<file path="src/rtl/seq_nibble_adder_pkg.sv">
// Shared constants and FSM encoding for the nibble-serial adder.
// Imported by the top level and the testbench.
package seq_nibble_adder_pkg;

    localparam int NIBBLE = 4;

    typedef enum logic [1:0] {
        SEQ_IDLE = 2'd0,
        SEQ_RUN  = 2'd1,
        SEQ_DONE = 2'd2
    } seq_state_e;

endpackage

</file>
<file path="src/rtl/seq_nibble_adder_cla.sv">
// 4-bit carry-lookahead adder used as the per-cycle arithmetic stage.
// Purely combinational: generate/propagate terms feed flat carry equations.
module cla_4_bit (
    input  logic [3:0] i_a,
    input  logic [3:0] i_b,
    input  logic       i_cin,
    output logic [3:0] o_sum,
    output logic       o_cout
);

    logic [3:0] w_g;
    logic [3:0] w_p;
    logic [4:0] w_c;

    assign w_g = i_a & i_b;
    assign w_p = i_a ^ i_b;

    assign w_c[0] = i_cin;
    assign w_c[1] = w_g[0] | (w_p[0] & i_cin);
    assign w_c[2] = w_g[1] | (w_p[1] & w_g[0]) | (w_p[1] & w_p[0] & i_cin);
    assign w_c[3] = w_g[2] | (w_p[2] & w_g[1]) | (w_p[2] & w_p[1] & w_g[0])
                  | (w_p[2] & w_p[1] & w_p[0] & i_cin);
    assign w_c[4] = w_g[3] | (w_p[3] & w_g[2]) | (w_p[3] & w_p[2] & w_g[1])
                  | (w_p[3] & w_p[2] & w_p[1] & w_g[0])
                  | (w_p[3] & w_p[2] & w_p[1] & w_p[0] & i_cin);

    assign o_sum  = w_p ^ w_c[3:0];
    assign o_cout = w_c[4];

endmodule

</file>
<file path="src/rtl/seq_nibble_adder.sv">
// Multi-cycle WIDTH-bit adder: one nibble per clock through a single CLA stage,
// LSB nibble first. WIDTH must be a multiple of 4 and at least 8.
module seq_nibble_adder
    import seq_nibble_adder_pkg::*;
#(
    parameter int WIDTH = 16
) (
    input  logic             i_clk,
    input  logic             i_rst,
    input  logic             i_start,
    input  logic [WIDTH-1:0] i_a,
    input  logic [WIDTH-1:0] i_b,
    input  logic             i_cin,
    output logic             o_busy,
    output logic             o_done,
    output logic [WIDTH-1:0] o_sum,
    output logic             o_cout,
    output logic             o_ovf,
    output logic [1:0]       o_state
);

    localparam int N     = WIDTH / NIBBLE;
    localparam int CNT_W = $clog2(N);

    // Handshake: i_start is accepted on any rising edge where o_busy is low
    // (IDLE or DONE); o_done pulses for one cycle when sum/cout/ovf are valid.
    seq_state_e r_state;
    seq_state_e w_state_next;

    logic [WIDTH-1:0]        r_a_sh;
    logic [WIDTH-1:0]        r_b_sh;
    logic [WIDTH-NIBBLE-1:0] r_acc_sh;
    logic                    r_carry;
    logic [CNT_W-1:0]        r_cnt;
    logic                    r_sa;
    logic                    r_sb;
    logic [WIDTH-1:0]        r_sum;
    logic                    r_cout;
    logic                    r_ovf;

    logic [NIBBLE-1:0] w_cla_sum;
    logic              w_cla_cout;
    logic [WIDTH-1:0]  w_result;
    logic              w_accept;
    logic              w_last;

    cla_4_bit u_cla (
        .i_a    (r_a_sh[NIBBLE-1:0]),
        .i_b    (r_b_sh[NIBBLE-1:0]),
        .i_cin  (r_carry),
        .o_sum  (w_cla_sum),
        .o_cout (w_cla_cout)
    );

    assign w_accept = i_start && (r_state != SEQ_RUN);
    assign w_last   = (r_cnt == CNT_W'(N - 1));
    // Newest nibble lands on top; on the last step this is the full result.
    assign w_result = {w_cla_sum, r_acc_sh};

    always_ff @(posedge i_clk) begin
        if (i_rst) begin
            r_state <= SEQ_IDLE;
        end else begin
            r_state <= w_state_next;
        end
    end

    always_comb begin
        w_state_next = r_state;
        case (r_state)
            SEQ_IDLE: if (w_accept) w_state_next = SEQ_RUN;
            SEQ_RUN:  if (w_last)   w_state_next = SEQ_DONE;
            SEQ_DONE: w_state_next = w_accept ? SEQ_RUN : SEQ_IDLE;
            default:  w_state_next = SEQ_IDLE;
        endcase
    end

    always_comb begin
        o_busy = 1'b0;
        o_done = 1'b0;
        case (r_state)
            SEQ_RUN:  o_busy = 1'b1;
            SEQ_DONE: o_done = 1'b1;
            default:  ;
        endcase
    end

    always_ff @(posedge i_clk) begin
        if (i_rst) begin
            r_a_sh   <= '0;
            r_b_sh   <= '0;
            r_acc_sh <= '0;
            r_carry  <= 1'b0;
            r_cnt    <= '0;
            r_sa     <= 1'b0;
            r_sb     <= 1'b0;
            r_sum    <= '0;
            r_cout   <= 1'b0;
            r_ovf    <= 1'b0;
        end else if (w_accept) begin
            r_a_sh  <= i_a;
            r_b_sh  <= i_b;
            r_carry <= i_cin;
            r_cnt   <= '0;
            r_sa    <= i_a[WIDTH-1];
            r_sb    <= i_b[WIDTH-1];
        end else if (r_state == SEQ_RUN) begin
            r_a_sh   <= {{NIBBLE{1'b0}}, r_a_sh[WIDTH-1:NIBBLE]};
            r_b_sh   <= {{NIBBLE{1'b0}}, r_b_sh[WIDTH-1:NIBBLE]};
            r_acc_sh <= w_result[WIDTH-1:NIBBLE];
            r_carry  <= w_cla_cout;
            r_cnt    <= r_cnt + CNT_W'(1);
            if (w_last) begin
                r_sum  <= w_result;
                r_cout <= w_cla_cout;
                r_ovf  <= (r_sa == r_sb) && (w_cla_sum[NIBBLE-1] != r_sa);
            end
        end
    end

    assign o_sum   = r_sum;
    assign o_cout  = r_cout;
    assign o_ovf   = r_ovf;
    assign o_state = r_state;

endmodule

</file>
<file path="config.mk">
export PLATFORM = sky130hd
export DESIGN_NAME = seq_nibble_adder
export DESIGN_NICKNAME = d
export VERILOG_FILES = /design/src/rtl/seq_nibble_adder_pkg.sv /design/src/rtl/seq_nibble_adder_cla.sv /design/src/rtl/seq_nibble_adder.sv
export SDC_FILE = /design/constraint.sdc
export NUM_CORES = 1
export LEC_CHECK = 0
export ABC_AREA = 1
export BUFFER_PORTS_ARGS = -buffer_cell sky130_fd_sc_hd__buf_2
export CORE_MARGIN = 1.5
export CORE_UTILIZATION = 35
export CTS_CLUSTER_DIAMETER = 50
export DETAILED_ROUTE_END_ITERATION = 7
export PLACE_DENSITY_LB_ADDON = 0.25
export SLEW_MARGIN = 20
export SYNTH_ARGS = -nofsm -noshare
export SYNTH_HDL_FRONTEND = slang
export SYNTH_SLANG_ARGS = --single-unit
</file>
<file path="constraint.sdc">
create_clock -name i_clk -period 1.8 [get_ports i_clk]
set_input_delay 0.36 -clock i_clk [delete_from_list [all_inputs] [get_ports i_clk]]
set_output_delay 0.36 -clock i_clk [all_outputs]
set_load 0.01 [all_outputs]
</file>
Word-level counts from Yosys, hierarchy flattened
Index checks and enable logic that the tools add are counted.

Bits of input ports: 36. Memories kept: 0. Bits in read-only memories: 0. Latch bits: 0. Flip-flop bits (word level): 69. RAM bits: 0. Word-level logic and storage cells: 70.

Bitwise operators: 30. Div/mod/pow operators: 0. Multiplexer cells: 12. Eq/ne operators: 8. Shift-type cells: 0. Multipliers: 0. Magnitude comparators: 0. Reduce and logical (&&, ||, !) cells: 8. Add/subtract/negate cells: 1.

Operators by type and width (count): 16-bit two-way mux (4); 1-bit AND (16); 1-bit OR (10); 4-bit bitwise XOR (2); 2-bit case mux with 3 select lines (1); 1-bit two-way mux (5); 4-bit AND (1); 2-bit == test (second input constant) (2); 2-bit two-way mux (2); 2-bit inequality test (second input constant) (2); 2-bit AND reduction (2); 3-bit AND reduction (1); 2-bit by 1-bit adder with 2-bit output (second input constant) (1); 2-bit by 1-bit == test with 1-bit output (second input constant) (1); 1-bit logical AND (2); 2-bit zero test (1); 2-bit by 1-bit inequality test with 1-bit output (second input constant) (1); 2-bit nonzero test (1); 2-bit OR reduction (1); 1-bit == test (1); 1-bit inequality test (1); 1-bit inverter (1).

Depth between registers and ports, before layout
Word-level depth: 8. Depth in mapped cells: 10. Mapped depth without buffers: 10.

Modules after synthesis
A second synthesis with hierarchy kept.

Cell total of the unflattened synthesis: 418. Area, all modules: 3011.6 um^2.

Modules (own cells, without submodules): seq_nibble_adder (cells each 387, instances 1, area an instance 2822.7 um^2, sequential area each 1381.3 um^2); cla_4_bit (cells each 31, instances 1, area an instance 188.9 um^2, sequential area each 0.0 um^2).

Worst setup path after synthesis
Ideal clock, no wire load.

Kind: reg2reg. Start: register r_a_sh[2]. End: register r_carry. Stages on the path, launching flop included: 9. Setup time: 0.128 ns. Data required time: 1.672 ns. Buffers on the path: 0. Setup slack: 0.363 ns. Arrival time: 1.309 ns. Path through: dfxtp_1 ha_1 or2_2 nand2_1 nand2_1 nand2_1 nand2_1 a21oi_1 nor2_1.

Cells in the longest elaborated chain, start to end: 8.

RTL lines: from (decl) (RTL line seq_nibble_adder.sv:30) `logic [WIDTH-1:0] r_a_sh;`; from (signal assigned) (RTL line seq_nibble_adder.sv:101) `r_a_sh <= i_a;`; from (signal assigned) (RTL line seq_nibble_adder.sv:108) `r_a_sh <= {{NIBBLE{1'b0}}, r_a_sh[WIDTH-1:NIBBLE]};`; 4-bit AND / 4-bit bitwise XOR (equally long branches) (RTL line seq_nibble_adder_cla.sv:15, seq_nibble_adder_cla.sv:16); 1-bit AND, on equally long branches (RTL line seq_nibble_adder_cla.sv:23, seq_nibble_adder_cla.sv:24, seq_nibble_adder_cla.sv:25); 1-bit OR, or another cell as far along (2 in a row) (RTL line seq_nibble_adder_cla.sv:23) `assign w_c[4] = w_g[3] | (w_p[3] & w_g[2]) | (w_p[3] & w_p[2] & w_g[1])`; 1-bit OR / 1-bit AND (equally long branches) (RTL line seq_nibble_adder_cla.sv:24, seq_nibble_adder_cla.sv:25); 1-bit OR * (RTL line seq_nibble_adder_cla.sv:25) `| (w_p[3] & w_p[2] & w_p[1] & w_p[0] & i_cin);`; 1-bit two-way mux * (RTL line seq_nibble_adder.sv:107) `end else if (r_state == SEQ_RUN) begin`; 1-bit two-way mux * (RTL line seq_nibble_adder.sv:100) `end else if (w_accept) begin`; to (signal assigned) (RTL line seq_nibble_adder.sv:103) `r_carry <= i_cin;`; to (signal assigned) (RTL line seq_nibble_adder.sv:111) `r_carry <= w_cla_cout;`; to (decl) (RTL line seq_nibble_adder.sv:33) `logic r_carry;`.

Mark *: on every way between the ends. The rest lies on a longest branch, timed or not. The select of a mux whose other input is x is not followed. A chain may end at the register's enable or synchronous reset.

Worst setup path in the final report
Start: register r_state[0], in the netlist o_state[0]. End: output o_busy.

Cells in the longest elaborated chain, start to end: 2.

RTL lines: from (decl) (RTL line seq_nibble_adder.sv:27) `seq_state_e r_state;`; from (signal assigned) (RTL line seq_nibble_adder.sv:64) `r_state <= w_state_next;`; 2-bit by 1-bit == test with 1-bit output (RTL line seq_nibble_adder.sv:81) `case (r_state)`; 1-bit two-way mux (RTL line seq_nibble_adder.sv:81); to (decl) (RTL line seq_nibble_adder.sv:14) `output logic o_busy,`.

No other way between the ends.

==> summary.txt <==
Logic synthesis
  – Sequential area share after synthesis: between 40% and 50%
  – Synth Register Bits: 69
  – Post-synth top area share: 47.12%
  – Post-synth net total: about 430
  – Unique masters post-synth: 29
  – Synth area leader: dfxtp_1
  – Dominant cells by area after synthesis: dfxtp_1 47%, nand2_1 9.7%, inv_1 8.1%
  – Mapped Cells: 384
  – Synthesized cell area: 2932 µm²
  – YS warnings: 0
  – Mean Syn Cell Area: approximately 7.6 µm²

Job
  – Max_cap viols: 0

Worst setup path
  – Startpoint Class: register
  – Crit-path max FO: 12
  – CP endpoint kind: primary output
  – Setup slack, reg-to-reg: roughly 230 ps
  – CP Data Required Time: 1440 ps
  – Worst Path Arrival: 1270 ps
  – Kind of critical path: register to primary output
  – Worst reg2reg path startpoint: r_a_sh[2]$_SDFFE_PP0P_
  – Reg2reg path depth: 8
  – R2R Path End: r_carry$_SDFFE_PP0P_

Power
  – Leak Pwr: 1.830 nW
  – Max VDD drop: 0.0004777 V
  – Overall power: about 3.6 mW
  – Power Density: 993.7 nW/µm²

GRT
  – Global Route Usage Sum: 16.31%
  – Grt total ovfl: 0
  – First-pass GRT wire length: 11160 µm
  – Number of global-route vias before repair: 2349
  – Initial antenna violation count: 0
  – Largest net degree at the start of global routing: 30

Drt
  – Met2 WL post-DR: 3143 µm
  – Drt initial violations: 122
  – Vias per cell: 4.635
  – Met1 WL: roughly 3400 µm
  – Remaining DRCs: 0
  – WL/cell: 12.38 µm
  – Met3 WL: between 200 and 300 µm
  – Max Used Layer: met4
  – Pre-antenna DRT Iters: 4
  – Vias: about 2.6k
  – Final wirelength: 6856 µm
  – Detail Route Antenna Nets: 0

Timing
  – RSZ-0062 raised after global routing: false
  – Setup_tns: 0 ps
  – Final critical-path share of the clock period: 90.61%
  – Slew @ Worst Pin: 246.6 ps
  – Max-slew violation count: 0
  – Final hold vios: 0
  – Slew Limit Headroom: 83.54%
  – Final Skew: 8.509 ps
  – Final-report setup violation count: 0
  – Max frequency: ~610 MHz
  – Minimum clock period after layout: ~1600 ps

Clocking
  – H-tree depth: 3
  – Root Driver: clkbuf_8
  – CTS tree: done
  – Clock tree buffer depth: 2
  – Cts hold-fix bufs: 0
  – Clock Sink Count: 69
  – Clock transition at the registers of the reported paths: 70 ps
  – Total CTS buffers: 9
  – Worst-Skew Late Latency: 340 ps

Final layout
  – Commonest non-fill, non-tap cells in the layout: 76 x nand2_1, 69 x dfxtp_1, 63 x inv_1, 57 x buf_2
  – Area Growth Syn to Fin: 23.65%
  – Combined area of the multi-input logic cells: ~1200 µm²
  – Layout cells sized above 1: 21.16%
  – Storage cell area: between 1000 and 1500 µm²
  – Fillers: 865
  – Commonest non-fill, non-tap cell in the layout: nand2_1
  – Layout Utilization: 44.34%
  – Inserted Diodes: 0
  – Final net count: approximately 500

Die
  – Die area: 8934 µm²
  – Core area: 8175 µm²
  – Die width: 94.52 µm
  – IO Pins: 58
  – Floorplan row count: 33
  – Die Y: about 95 µm
  – Initial Util: 35.86%

Hold path
  – Worst hold stages: 3
  – Hold EP: r_a_sh[13]$_SDFFE_PP0P_
  – Min-delay src: i_a[13]
  – Min-delay worst type: input pin to register

Outcome
  – Outcome: finished clean

Placement
  – Final GP Congestion: 0.7539
  – HPWL after DPL: 4917 µm
  – Port-buffer cells: 57
[Yosys cell counts (all sizes together)]
cell and count:
o221ai 10, nor2 32, ha 5, o21bai 1, xor2 1, o21ai 26, xnor2 2, o211ai 14
nand3 28, nand3b 1, o21a 2, buf 18, nand4 1, fa 1, dfxtp 69, inv 68
or2 1, o31ai 2, nand2 76, o22ai 2, a211oi 3, a21oi 18, clkbuf 3
[cell type report]
cell class,instances,share of cell area (%)
Clock inverter,5,2.969
Clock buffer,11,3.901
Sequential cell,69,38.11
Multi-Input combinational cell,226,33.03
Timing Repair Buffer,70,11.25
Tap cell,105,3.624
Inverter,68,7.111
[through the flow]
stage | hold slack [ps] | area (µm²) | setup WS [ps] | instances
6_report | 271.3 | 3625 | 169.0 | 554
5_1_grt | 254.9 | 3625 | 77.20 | 554
4_1_cts | 255.8 | 3610 | 41.04 | 552
3_5_place_dp | 458.1 | 3361 | 238.7 | 536
3_3_place_gp | 454.1 | 3361 | 276.8 | 536
2_1_floorplan | 435.0 | 2932 | 363.3 | 384
[registers in the layout, summed over array words and instances (netlist names), 2 cells and up]
| register | cells |
|---|---|
| o_sum | 16 |
| r_a_sh | 16 |
| r_acc_sh | 12 |
| o_state | 2 |
| r_cnt | 2 |
| r_b_sh | 16 |
[critical path, cell delays in order (launching register included)]
cell     delay [ps]
dfxtp_1         350
inv_2            70
nor2_8          140
buf_4           200
buf_2           160
[layer usage]
layer,GRT usage (%),vias up
met5,0,-
met4,4.478,0
met3,5.314,9
met2,26.26,49
met1,20.90,1155
li1,-,1355
[how the worst max path moves through the flow]
stage,start,to,slack (ps),cells past startpoint
floorplan,r_a_sh[2]$_SDFFE_PP0P_,r_carry$_SDFFE_PP0P_,360,8
global placement,r_a_sh[2]$_SDFFE_PP0P_,r_carry$_SDFFE_PP0P_,280,8
detailed placement,o_state[0]$_SDFFE_PP0P_,o_sum[5]$_SDFFE_PP0P_,240,8
CTS,o_state[1]$_SDFFE_PP0P_,o_busy,40,3
global route,r_a_sh[2]$_SDFFE_PP0P_,r_carry$_SDFFE_PP0P_,80,8
finish,o_state[0]$_SDFFE_PP0P_,o_busy,170,4
[report_power, final]
group          total, mW  internal [mW]  switching, mW
registers           1.64           1.60         0.0353
logic              0.404          0.162          0.242
clock network       1.56          0.964          0.596
[cell families after synthesis]
family / Yosys count / synth area share, %
buffers and inverters: 89 / 12.04
xor gates and xnor gates: 3 / 0.8965
AOI/OAI and AO/OA: 78 / 16.56
and+or+nand+nor: 139 / 20.57
adders and majority gates: 6 / 2.817
DFF: 69 / 47.12
[repair_timing]
action | in CTS | in global routing
setup buffers | 0 | 2
setup endpoints to repair | 0 | 1
resized for setup | 0 | 0
(Power assumes the default switching activity.)
